`src/rtl/uart_pkg.sv`:
```
// Shared UART definitions: receiver FSM states, divider floor and frame defaults
// for the RX controller and a future TX controller.
package uart_pkg;

    typedef enum logic [2:0] {
        IDLE,
        START,
        DATA,
        STOP,
        BREAK
    } rx_state_e;

    localparam logic [15:0] MinDivider    = 16'd2;
    localparam int unsigned DefOverSample = 8;
    localparam int unsigned DefDataBits   = 8;

    function automatic logic [15:0] clamp_divider(input logic [15:0] div);
        return (div < MinDivider) ? MinDivider : div;
    endfunction

endpackage

```
`src/rtl/uart_sync2.sv`:
```
// Two-flop synchronizer with a configurable reset value, for asynchronous
// serial-side inputs such as RX and CTS.
module uart_sync2 #(
    parameter logic ResetVal = 1'b1
) (
    input  logic i_clk,
    input  logic i_rst,
    input  logic i_d,
    output logic o_q
);

    logic meta_q;
    logic sync_q;

    always_ff @(posedge i_clk or posedge i_rst) begin
        if (i_rst) begin
            meta_q <= ResetVal;
            sync_q <= ResetVal;
        end else begin
            meta_q <= i_d;
            sync_q <= meta_q;
        end
    end

    assign o_q = sync_q;

endmodule

```
`src/rtl/uart_rx_ctrl.sv`:
```
// UART receive controller: drives the baud prescaler, oversamples the RX line
// and hands completed bytes to the consumer over a valid/ready holding register.
module uart_rx_ctrl
    import uart_pkg::*;
#(
    parameter int unsigned OverSample     = DefOverSample,
    parameter int unsigned DataBits       = DefDataBits,
    parameter logic [15:0] DefaultDivider = 16'd16
) (
    input  logic                i_clk,
    input  logic                i_rst,
    input  logic                i_en,
    input  logic [15:0]         i_divider,
    input  logic                i_rx,
    input  logic                i_presc_strobe,
    output logic                o_presc_en,
    output logic [15:0]         o_presc_scaler,
    output logic [DataBits-1:0] o_data,
    output logic                o_valid,
    input  logic                i_ready,
    output logic                o_frame_err,
    output logic                o_overrun,
    output logic                o_busy
);

    localparam int unsigned TickW = $clog2(OverSample);
    localparam int unsigned BitW  = $clog2(DataBits + 1);

    localparam logic [TickW-1:0] TickMid  = TickW'(OverSample / 2 - 1);
    localparam logic [TickW-1:0] TickLast = TickW'(OverSample - 1);
    localparam logic [BitW-1:0]  BitLast  = BitW'(DataBits - 1);

    rx_state_e             state_q, state_d;
    logic [TickW-1:0]      tick_cnt_q, tick_cnt_d;
    logic [BitW-1:0]       bit_cnt_q, bit_cnt_d;
    logic [DataBits-1:0]   shreg_q, shreg_d;
    logic                  presc_en_q;
    logic [15:0]           scaler_q;
    logic [DataBits-1:0]   data_q;
    logic                  valid_q;
    logic                  frame_err_q, frame_err_d;
    logic                  overrun_q;
    logic                  deliver;
    logic                  rx_s;
    logic                  tick;

    uart_sync2 #(.ResetVal(1'b1)) u_rx_sync (
        .i_clk (i_clk),
        .i_rst (i_rst),
        .i_d   (i_rx),
        .o_q   (rx_s)
    );

    // A disabled prescaler freezes with its strobe possibly stuck high.
    assign tick = i_presc_strobe & presc_en_q;

    always_comb begin
        state_d     = state_q;
        tick_cnt_d  = tick_cnt_q;
        bit_cnt_d   = bit_cnt_q;
        shreg_d     = shreg_q;
        deliver     = 1'b0;
        frame_err_d = 1'b0;

        case (state_q)
            IDLE: begin
                if (!rx_s) begin
                    state_d    = START;
                    tick_cnt_d = '0;
                end
            end
            START: begin
                if (tick) begin
                    tick_cnt_d = tick_cnt_q + TickW'(1);
                    if (tick_cnt_q == TickMid) begin
                        if (rx_s) begin
                            state_d = IDLE;
                        end else begin
                            state_d    = DATA;
                            tick_cnt_d = '0;
                            bit_cnt_d  = '0;
                        end
                    end
                end
            end
            DATA: begin
                if (tick) begin
                    tick_cnt_d = tick_cnt_q + TickW'(1);
                    if (tick_cnt_q == TickLast) begin
                        shreg_d   = {rx_s, shreg_q[DataBits-1:1]};
                        bit_cnt_d = bit_cnt_q + BitW'(1);
                        if (bit_cnt_q == BitLast) begin
                            state_d = STOP;
                        end
                    end
                end
            end
            STOP: begin
                if (tick) begin
                    tick_cnt_d = tick_cnt_q + TickW'(1);
                    if (tick_cnt_q == TickLast) begin
                        if (rx_s) begin
                            deliver = 1'b1;
                            state_d = IDLE;
                        end else begin
                            frame_err_d = 1'b1;
                            state_d     = BREAK;
                        end
                    end
                end
            end
            BREAK: begin
                if (rx_s) begin
                    state_d = IDLE;
                end
            end
            default: state_d = IDLE;
        endcase

        // Disabling abandons any partial frame silently.
        if (!i_en) begin
            state_d     = IDLE;
            deliver     = 1'b0;
            frame_err_d = 1'b0;
        end
    end

    always_ff @(posedge i_clk or posedge i_rst) begin
        if (i_rst) begin
            state_q    <= IDLE;
            tick_cnt_q <= '0;
            bit_cnt_q  <= '0;
            shreg_q    <= '0;
        end else begin
            state_q    <= state_d;
            tick_cnt_q <= tick_cnt_d;
            bit_cnt_q  <= bit_cnt_d;
            shreg_q    <= shreg_d;
        end
    end

    always_ff @(posedge i_clk or posedge i_rst) begin
        if (i_rst) begin
            presc_en_q  <= 1'b0;
            scaler_q    <= DefaultDivider;
            data_q      <= '0;
            valid_q     <= 1'b0;
            frame_err_q <= 1'b0;
            overrun_q   <= 1'b0;
        end else begin
            presc_en_q  <= i_en;
            frame_err_q <= frame_err_d;
            overrun_q   <= deliver & valid_q & ~i_ready;
            if (state_q == IDLE) begin
                scaler_q <= clamp_divider(i_divider);
            end
            // An accept in the delivery cycle frees the slot for the new byte.
            if (deliver && (!valid_q || i_ready)) begin
                data_q  <= shreg_q;
                valid_q <= 1'b1;
            end else if (valid_q && i_ready) begin
                valid_q <= 1'b0;
            end
        end
    end

    assign o_presc_en     = presc_en_q;
    assign o_presc_scaler = scaler_q;
    assign o_data         = data_q;
    assign o_valid        = valid_q;
    assign o_frame_err    = frame_err_q;
    assign o_overrun      = overrun_q;
    assign o_busy         = (state_q != IDLE);

endmodule

```
`config.mk`:
```
export PLATFORM = sky130hd
export DESIGN_NAME = uart_rx_ctrl
export DESIGN_NICKNAME = d
export VERILOG_FILES = /design/src/rtl/uart_pkg.sv /design/src/rtl/uart_sync2.sv /design/src/rtl/uart_rx_ctrl.sv
export SDC_FILE = /design/constraint.sdc
export NUM_CORES = 1
export LEC_CHECK = 0
export BUFFER_PORTS_ARGS = -buffer_cell sky130_fd_sc_hd__clkbuf_2
export CAP_MARGIN = 20
export CORE_UTILIZATION = 45
export DETAILED_ROUTE_END_ITERATION = 6
export GPL_ROUTABILITY_DRIVEN = 1
export GPL_TIMING_DRIVEN = 1
export PLACE_DENSITY = 0.66
export SYNTH_ARGS = -nofsm -noshare
export SYNTH_HDL_FRONTEND = slang
export SYNTH_HIERARCHICAL = 1
export SYNTH_SLANG_ARGS = --single-unit
```
`constraint.sdc`:
```
create_clock -name i_clk -period 4.4 [get_ports i_clk]
set_clock_uncertainty 0.1 [all_clocks]
set_input_delay 0.88 -clock i_clk [delete_from_list [all_inputs] [get_ports i_clk]]
set_output_delay 0.88 -clock i_clk [all_outputs]
set_load 0.02 [all_outputs]
```
; Word level (Yosys, flattened, before mapping)
; Index checks and enable logic that the tools add are counted.
[totals]
word_cells = 94
out_inout_bits = 29
ff_bits = 48
input_bits = 22
[op_classes]
n_addsub = 2
bitwise = 4
n_eq_ne = 23
n_mux = 38
n_lt_le_gt_ge = 1
n_reduce_logical = 14
[ops]
columns = op, count
row1 = 2-to-1 mux 3 bit, 16
row2 = "!= test 3 bit, second input constant", 8
row3 = 2-to-1 mux 4 bit, 5
row4 = "less-than comparator 16 x 2 -> 1 bit, second input constant", 1
row5 = 2-to-1 mux 16 bit, 1
row6 = case mux 3 bit (5 select lines), 1
row7 = 2-to-1 mux 1 bit, 12
row8 = "!= test 2 bit, second input constant", 6
row9 = "== test 3 x 2 -> 1 bit, second input constant", 3
row10 = case mux 3 bit (3 select lines), 1
row11 = AND reduction 9 bit, 1
row12 = case mux 4 bit (2 select lines), 1
row13 = "== test 3 bit, second input constant", 2
row14 = AND reduction 6 bit, 1
row15 = nonzero test 3 bit, 2
row16 = "adder 4 x 1 -> 4 bit, second input constant", 1
row17 = "== test 4 x 3 -> 1 bit, second input constant", 1
row18 = AND reduction 4 bit, 1
row19 = nonzero test 2 bit, 2
row20 = "adder 3 x 1 -> 3 bit, second input constant", 1
row21 = AND 1 bit, 3
row22 = "== test 3 x 1 -> 1 bit, second input constant", 1
row23 = zero test 3 bit, 1
row24 = "!= test 3 x 2 -> 1 bit, second input constant", 1
row25 = 8 further kinds, 9

; Longest topological paths before layout
; Gate-level depths: netlist of run 1.
[depth]
word_depth = 7
mapped_depth = 6
mapped_depth_nobuf = 6

; Modules after synthesis
; The synthesis of run 1 kept the hierarchy.
[modules_own_cells]
columns = module, instances, area_per_inst_um2, seq_area_each_um2, cells_each
row1 = uart_rx_ctrl, 1, 2118.3, 1152.4, 170
row2 = uart_sync2, 1, 56.3, 52.6, 3

; Least setup slack after synthesis of run 1
; No wires, ideal clock.
[synth_timing]
path_type = reg-to-output
start = register state_q[1]
end = output port o_busy
required_time_ns = 3.420
path_slack_ns = 2.249
stages_incl_launch_ff = 5
t_arrival_ns = 1.171
n_path_buf = 2
path_cell_list = dfrtp_1 -> buf_6 -> nor3_4 -> buf_2 -> inv_2
[synth_via]
elab_chain_len = 1
[synth_rtl]
columns = item, line_no
row1 = start: declaration, uart_rx_ctrl.sv:33  ; rx_state_e state_q, state_d;
row2 = start signal: assignment, uart_rx_ctrl.sv:135  ; state_q <= state_d;
row3 = nonzero test 3 bit, uart_rx_ctrl.sv:173  ; assign o_busy = (state_q != IDLE);
row4 = end: declaration, uart_rx_ctrl.sv:23  ; output logic o_busy
; Every way passes these cells.

; Worst setup path after layout of run 1
[layout_timing]
start = register state_q[0]
end = output port o_busy
; The elaborated chain is that of the path after synthesis.

==> impl_metrics.tcl, run 1 <==
set metrics [dict create \
    max_cap_viol_count 0 \
    cts_setup_buffers 0 \
    ctsResizeCount 0 \
    tritoncts "built" \
    dieArea_um2 5114 \
    yosysTopAreaCell "dfrtp_1" \
    totalWireLength_mm 3.728 \
    crit_path_max_fanout 18 \
    endpoint_kind "output port" \
    root_buffer "clkbuf_8" \
    synth_edf_count 0 \
    firstDrtPassIters 4 \
    maxSlewHeadroom_pct 38.69 \
    fin_crit_sh_pct 64.01 \
    start_util_pct 48.28 \
    floorplan.rows 24 \
    final_cell_mix "clkbuf_2, dfrtp_1, mux2_1" \
    synth.net_count 201 \
    worst_slack_ns 1.583 \
    insertion_delay_ns 0.30 \
    ys.warnings.count 6 \
    ant_nets 0 \
    final_common_cell "clkbuf_2" \
    period_needed_ns 2.817 \
    hold_depth 0 \
    netlist_top_cells_area "dfrtp_1, mux2_1, dfstp_2" \
    die_h_um 71.52 \
    start_kind "flop" \
    cts_buffers 5 \
    cts.sinks 48 \
    r2r_cells 4 \
    maxSlewViolCount 0 \
    leakage_uw 0.001254 \
    synth-main-ff-cell "dfrtp_1" \
    dp_slack_ns 1.886 \
    rsz0062_at_grt "no" \
    power_density_nw_per_um2 398.7 \
    drtIter0Drc 76 \
    yosys_register_bits 48 \
    worstHoldPathType "flop to flop" \
    io_pins 51 \
    multi_input_area_um2 895.9 \
    async_flop_share_pct 100.0 \
    grt_overflow_total 0 \
    drive_gt1_share_pct 31.70 \
    grt_pass1_vias 1380 \
    clock_path_buffers 2 \
    area_delta_synth_final_pct 16.80 \
    grt_max_degree 47 \
    synth_area_per_cell_um2 12.57 \
    fillers 401 \
    num_vias 1488 \
    syn-cell-area_um2 2175 \
    synthCells 173 \
    synth_cell_type_count 45 \
    place_hpwl_mm 2.733 \
    antenna_found_initial 0 \
    fin_setup_tns_ns 0 \
    coreArea_um2 4504 \
    yosysTopAreaCellShare_pct 51.78 \
    portBuffers 50 \
    grt_pass1_wl_mm 6.147 \
    max_freq_mhz 355.0 \
    antenna_cells 0 \
    regArea_um2 1205 \
    yosysSeqAreaShare_pct 55.41 \
    crit_type "flop to output port" \
    gp_congestion 0.8460 \
    final_nets 251 \
    critPathArrivalTime_ns 1.84 \
    hold_buffers 0 \
    drt-wirelength-per-cell_um 13.51 \
    final-hold-violation-count 0 \
    outcome "finished, final reports clean" \
    drcViolationCount 0 \
    critPathRequiredTime_ns 3.42 \
    cts.clk_slew.worst_paths_ns 0.08 \
    htree_num_levels 2 \
    vias_per_cell 5.391 \
    fp.dieW_um 71.52 \
    worst_pin_slew_ns 0.9183 \
    track_usage_pct 15.70 \
    ir_drop_mv 0.1711 \
    setup_viol 0 \
]
sequential cells by signal, summed over array words and instances, names as in the netlist:
signal,count
shreg_q,8
o_presc_scaler,16
state_q,3
u_rx_sync/meta_q,1
bit_cnt_q,4
o_data,8
u_rx_sync/o_q,1
o_presc_en,1
o_frame_err,1
o_valid,1
o_overrun,1
tick_cnt_q,3
Yosys cell counts, types with 4 or more instances:
cell / count
inv_1: 7
nor2_1: 8
dfrtp_1: 45
o21ai_1: 6
nand2b_1: 5
nand2_1: 9
mux2_1: 29
ha_1: 6
nor3_1: 5
nor4_1: 4
cell families after synthesis:
family	share of synthesized area (%)
fa+ha+maj	3.452
flops	55.41
simple gates	12.66
buf+inv	3.395
xor+xnor	0.4028
mux	17.03
compound gates	7.652
layer usage:
metal / track usage, % / up-vias / share of wire [%]
li1: - / 722 / -
met1: 21.53 / 716 / 50
met2: 23.81 / 48 / 43
met3: 5.063 / 2 / 5.9
met4: 5.229 / 0 / 0.46
met5: 0 / - / 0
area by class of cell:
| cell class | count | share of cell area (%) |
|---|---|---|
| timing repair buffer | 50 | 9.852 |
| multi-input combinational | 110 | 35.27 |
| clock buffer | 7 | 3.399 |
| inverter | 8 | 1.182 |
| clock inverter | 1 | 0.2956 |
| sequential | 48 | 47.44 |
| tap | 52 | 2.562 |
report_power, final:
part           internal (uW)  switching (uW)  total, uW
clock                    128             140        268
combinational           86.9             132        218
sequential               490            36.2        527
total                    705             308       1010
critical path, cell delays in order, from the launching register on:
cell and delay, ns:
dfrtp_1 0.58, nor3_4 0.71, inv_2 0.07, clkbuf_2 0.18
per-stage QoR:
| step | hold slack (ns) | cells | area (um^2) | power (uW) | util (%) |
|---|---|---|---|---|---|
| floorplan | 0.2452 | 173 | 2175 | 688.4 | - |
| global placement | 0.2465 | 268 | 2446 | 754.8 | 54.31 |
| detailed placement | 0.2479 | 268 | 2446 | 757.0 | 54.31 |
| CTS | 0.2601 | 276 | 2540 | 1027 | 56.39 |
| global route | 0.2611 | 276 | 2540 | 1069 | 56.39 |
| finish | 0.2590 | 276 | 2540 | 1013 | 56.39 |
path summary, 6_finish.rpt:
check / start / endpoint / slack (ns)
max: state_q[0] / o_busy / 1.58
min: u_rx_sync/meta_q / u_rx_sync/o_q / 0.26
min in group asynchronous: i_rst / u_rx_sync/meta_q / 0.49
max reg2reg: state_q[2] / shreg_q[6] / 2.29
max in group asynchronous: i_rst / bit_cnt_q[1] / 2.95
min reg2reg: u_rx_sync/meta_q / u_rx_sync/o_q / 0.26
No activity file was read; power rests on OpenSTA's default activity.
==> run 2, diff against run 1 <==
--- a/config.mk
+++ b/config.mk
@@ -11,7 +11,7 @@
 export DETAILED_ROUTE_END_ITERATION = 6
 export GPL_ROUTABILITY_DRIVEN = 1
 export GPL_TIMING_DRIVEN = 1
-export PLACE_DENSITY = 0.66
+export PLACE_DENSITY = 0.68
 export SYNTH_ARGS = -nofsm -noshare
 export SYNTH_HDL_FRONTEND = slang
 export SYNTH_HIERARCHICAL = 1
==> constraint.sdc (replaced) <==
create_clock -name i_clk -period 2.5 [get_ports i_clk]
set_clock_uncertainty 0.1 [all_clocks]
set_input_delay 0.5 -clock i_clk [delete_from_list [all_inputs] [get_ports i_clk]]
set_output_delay 0.5 -clock i_clk [all_outputs]
set_load 0.02 [all_outputs]
==> run 2 against run 1 <==
Effect of this change:
- critical endpoint is now bit_cnt_q[3]
- non-clock buffer count rose by 4
- sequential share of layout area fell by 0.44 points
- via count rose by 2.4%
- largest power group unchanged
- sequential power rose by 76%
- critical path depth rose by 3
- cell area rose by 0.94%
- largest cell class unchanged
- critical path type is now flop to flop
- worst hold slack got worse by 0.16 ns
- count of clock-buffer cells in the layout fell by 2
- final cell count rose by 1.4%
- utilization rose by 0.53 points
- global-route usage rose by 0.65 points
- die area did not move
==> impl_metrics.tcl, run 2 (synthesized netlist as in run 1, its figures left out) <==
set metrics [dict create \
    rsz0062_at_grt "no" \
    gp_congestion 0.8544 \
    worst_pin_slew_ns 0.5551 \
    final_cell_mix "clkbuf_2, dfrtp_1, mux2_1" \
    insertion_delay_ns 0.30 \
    fin_area_um2 2564 \
    worstHoldPathType "primary input to asynchronous set/reset pin" \
    setup_viol 0 \
    start_util_pct 48.28 \
    fin_cells 280 \
    crit_top_cell "ha_1" \
    critPathRequiredTime_ns 2.60 \
    vias_per_cell 5.439 \
    crit_path_max_fanout 6 \
    grt_overflow_total 0 \
    area_delta_synth_final_pct 17.89 \
    grt_pass1_vias 1431 \
    outcome "finished, final reports clean" \
    drive_gt1_share_pct 33.33 \
    largest_register_ff_count 16 \
    clock_path_buffers 2 \
    cts.clk_slew.worst_paths_ns 0.09 \
    path_cells "ha_1 -> ha_1 -> nand3b_1 -> a211o_1 -> or3_4 -> o31ai_2" \
    dpl_cell_area_um2 2476 \
    period_needed_ns 2.104 \
    max_freq_mhz 475.3 \
    leakage_uw 0.001277 \
    post-route-util_pct 56.92 \
    firstDrtPassIters 4 \
    fp.dieW_um 71.52 \
    cpMaxStageDelayCell "a211o_1" \
    drt-wirelength-per-cell_um 13.53 \
    drcViolationCount 0 \
    cts_buffers 5 \
    maxSlewHeadroom_pct 62.99 \
    floorplan.rows 24 \
    fin_crit_sh_pct 84.16 \
    final-hold-violation-count 0 \
    regArea_um2 1205 \
    fillers 395 \
    cts.sinks 48 \
    crit_type "flop to flop" \
    place_hpwl_mm 2.849 \
    tritoncts "built" \
    critical_path.max_stage_delay_ns 0.39 \
    antenna_found_initial 0 \
    totalWireLength_mm 3.789 \
    root_buffer "clkbuf_8" \
    ctsResizeCount 0 \
    power_density_nw_per_um2 690.9 \
    critPathArrivalTime_ns 2.20 \
    drtIter0Drc 106 \
    hold_buffers 0 \
    coreArea_um2 4504 \
    dieArea_um2 5114 \
    die_h_um 71.52 \
    max_cap_viol_count 0 \
    io_pins 51 \
    htree_num_levels 2 \
    final_nets 255 \
    cts_setup_buffers 0 \
    endpoint_kind "flop" \
    multi_input_area_um2 895.9 \
    dp.cells 272 \
    num_vias 1523 \
    portBuffers 50 \
    antenna_cells 0 \
    grt_pass1_wl_mm 6.382 \
    start_kind "flop" \
    final_common_cell "clkbuf_2" \
    grt_max_degree 47 \
    ant_nets 0 \
    track_usage_pct 16.35 \
    ir_drop_mv 0.3975 \
    fin_setup_tns_ns 0 \
    maxSlewViolCount 0 \
    hold_slack_ns 0.1028 \
]
-- run 2: area by class of cell --
type | count | area share [%]
Clock buffer | 5 | 2.684
Clock inverter | 3 | 0.7321
Inverter | 8 | 1.171
Multi-Input combinational cell | 110 | 34.94
Sequential cell | 48 | 47.00
Tap cell | 52 | 2.538
Timing Repair Buffer | 54 | 10.93
-- run 2: worst max-delay path, delay by kind of cell, from the launching register on --
kind,cells,cell delay [ns]
DFF,1,0.38
adders and majority gates,2,0.49
AOI/OAI and AO/OA,2,0.58
and+or+nand+nor,2,0.47
-- run 2: through the flow --
step	worst slack (ns)	power [uW]
after floorplan	0.6096	1212
after global placement	0.5233	1338
after detailed placement	0.4132	1352
after CTS	0.3853	1806
after global routing	0.2726	1876
final	0.3960	1771
-- run 2: layer usage --
metal,up-vias,GRT usage (%),part of all wire [%]
met5,-,0,0
met4,0,6.100,1.1
met3,4,4.219,6.6
met2,62,26.56,47
met1,728,21.28,46
li1,729,-,-
-- run 2: path summary, 6_finish.rpt --
path | start | endpoint | slack (ns) | depth (start not counted)
min in group i_clk | i_rx | u_rx_sync/meta_q | 0.17 | 1
min | i_rst | u_rx_sync/meta_q | 0.10 | 2
max in group asynchronous | i_rst | o_presc_scaler[4] | 1.69 | 3
max | tick_cnt_q[1] | bit_cnt_q[3] | 0.40 | 6
min reg2reg | u_rx_sync/meta_q | u_rx_sync/o_q | 0.26 | 0
max reg2reg | tick_cnt_q[1] | bit_cnt_q[3] | 0.40 | 6
-- run 2: power breakdown --
part | leakage (uW) | internal (uW) | switching [uW]
clock | 0.0000479 | 195 | 247
sequential | 0.000621 | 864 | 61.0
combinational | 0.000609 | 164 | 240
==> run 3, diff against run 2 <==
--- a/config.mk
+++ b/config.mk
@@ -11,7 +11,7 @@
 export DETAILED_ROUTE_END_ITERATION = 6
 export GPL_ROUTABILITY_DRIVEN = 1
 export GPL_TIMING_DRIVEN = 1
-export PLACE_DENSITY = 0.68
+export PLACE_DENSITY = 0.66
 export SYNTH_ARGS = -nofsm -noshare
 export SYNTH_HDL_FRONTEND = slang
 export SYNTH_HIERARCHICAL = 1
==> constraint.sdc (replaced) <==
create_clock -name i_clk -period 2.1 [get_ports i_clk]
set_clock_uncertainty 0.1 [all_clocks]
set_input_delay 0.42 -clock i_clk [delete_from_list [all_inputs] [get_ports i_clk]]
set_output_delay 0.42 -clock i_clk [all_outputs]
set_load 0.02 [all_outputs]
==> run 3 against run 2 <==
Effect of this change:
- critical path depth stayed put
- combinational power is 32% higher
- count of clock-buffer cells in the layout is 1 higher
- sequential share of layout area is 1.5 points lower
- clock power is 30% higher
- global-route usage is 0.31 points higher
- total power is 24% higher
- fmax is 7.5% higher
- via count is 0.72% higher
- sequential power is 17% higher
- die area stayed put
- final cell count is 2.9% higher
- largest cell class unchanged
- largest power group unchanged
- highest routed layer unchanged
==> impl_metrics.tcl, run 3 (synthesized netlist as in run 1, its figures left out) <==
set metrics [dict create \
    fillers 391 \
    drtIter0Drc 39 \
    reg2reg_from "tick_cnt_q[0]" \
    fp.dieW_um 71.52 \
    maxSlewHeadroom_pct 75.52 \
    gp_congestion 0.8180 \
    grt_overflow_total 0 \
    totalWireLength_mm 3.839 \
    num_vias 1534 \
    regToRegEndpoint "bit_cnt_q[3]" \
    max_cap_viol_count 0 \
    fin_setup_tns_ns 0 \
    drive_gt1_share_pct 35.17 \
    die_h_um 71.52 \
    cpMaxStageDelayCell "dfrtp_1" \
    antenna_cells 0 \
    crit_family "adder cells" \
    drcViolationCount 0 \
    dieArea_um2 5114 \
    coreArea_um2 4504 \
    setup_viol 0 \
    final_common_cell "clkbuf_2" \
    track_usage_pct 16.66 \
    worst_pin_slew_ns 0.3672 \
    floorplan.rows 24 \
    fin_area_um2 2648 \
    period_needed_ns 1.957 \
    grt_pass1_vias 1435 \
    fin_crit_sh_pct 93.18 \
    ant_nets 0 \
    critical_path_depth 6 \
    portBuffers 50 \
    dp.cells 279 \
    critical_path.max_stage_delay_ns 0.36 \
    crit_type "flop to flop" \
    grt_pass1_wl_mm 6.582 \
    final-hold-violation-count 0 \
    hold_end "u_rx_sync/meta_q" \
    antenna_found_initial 0 \
    cts_setup_buffers 0 \
    finalPower_uw 2189 \
    start_kind "flop" \
    hold_slack_ns 0.09786 \
    largest_register_ff_count 16 \
    worstHoldPathType "primary input to flop" \
    tritoncts "built" \
    insertion_delay_ns 0.30 \
    htree_num_levels 2 \
    cts.clk_slew.worst_paths_ns 0.08 \
    cts_buffers 5 \
    path_cells "ha_1 -> ha_1 -> nand4bb_1 -> a211o_1 -> or3_4 -> o31ai_2" \
    final_nets 263 \
    area_delta_synth_final_pct 21.75 \
    min_from "i_rx" \
    ir_drop_mv 0.3869 \
    leakage_uw 0.001323 \
    fin_cells 288 \
    maxSlewViolCount 0 \
    r2r_slack_ns 0.14 \
    start_util_pct 48.28 \
    rsz0062_at_grt "no" \
    vias_per_cell 5.326 \
    grt_max_degree 24 \
    drt-wirelength-per-cell_um 13.33 \
    crit_path_max_fanout 5 \
    critPathArrivalTime_ns 2.07 \
    r2r_cells 6 \
    critPathRequiredTime_ns 2.22 \
    final_cell_mix "clkbuf_2, dfrtp_1, mux2_1" \
    dpl_cell_area_um2 2541 \
    multi_input_area_um2 895.9 \
    crit_top_cell "ha_1" \
    max_freq_mhz 511.1 \
    root_buffer "clkbuf_8" \
    cts.sinks 48 \
    endpoint_kind "flop" \
    regArea_um2 1205 \
    firstDrtPassIters 4 \
    clock_path_buffers 2 \
    ctsResizeCount 0 \
    io_pins 51 \
    place_hpwl_mm 2.993 \
    outcome "finished, final reports clean" \
    power_density_nw_per_um2 826.8 \
    cp.buffers_inverters 0 \
    hold_depth 1 \
    hold_buffers 1 \
]
==> run 3: metal layers <==
metal	vias up	track usage, %	part of all wire [%]	routed length [um]
met5	-	0	0	0
met4	0	6.972	2.0	76
met3	7	5.063	5.3	205
met2	52	25.40	46	1769
met1	724	22.33	47	1787
li1	751	-	-	-
==> run 3: stage by stage <==
step / utilization, % / worst slack, ns
after floorplan: - / 0.2096
after global placement: 56.42 / 0.1969
after detailed placement: 56.42 / 0.1450
after CTS: 58.78 / 0.1428
after global routing: 58.78 / 0.009146
final: 58.78 / 0.1433
==> run 3: power by group <==
group | internal, uW | total, uW | switching (uW) | leakage [uW]
registers | 1030 | 1080 | 49.6 | 0.000621
logic | 223 | 535 | 311 | 0.000650
clock network | 269 | 576 | 307 | 0.0000516
==> run 3: cell type report <==
cell class                      count  area share (%)
Sequential cell                    48           45.51
Clock buffer                        6           3.119
Multi-Input combinational cell    110           33.84
Timing Repair Buffer               62           13.42
Inverter                            8           1.134
Tap cell                           52           2.457
Clock inverter                      2          0.5198
==> run 3: worst reg2reg max path, cell delays in order, from the launching register on <==
cell       delay (ns)
dfrtp_1          0.36
ha_1             0.23
ha_1             0.27
nand4bb_1        0.12
a211o_1          0.28
or3_4            0.35
o31ai_2          0.17
==> run 3: how the worst max path moves through the flow <==
stage          slack (ns)            to           from
6_report             0.14  bit_cnt_q[3]  tick_cnt_q[0]
5_1_grt             0.009  bit_cnt_q[3]  tick_cnt_q[0]
4_1_cts              0.14  bit_cnt_q[3]  tick_cnt_q[0]
3_5_place_dp         0.15  bit_cnt_q[3]  tick_cnt_q[0]
3_3_place_gp         0.20  bit_cnt_q[3]  tick_cnt_q[0]
2_1_floorplan        0.21  bit_cnt_q[3]  tick_cnt_q[0]
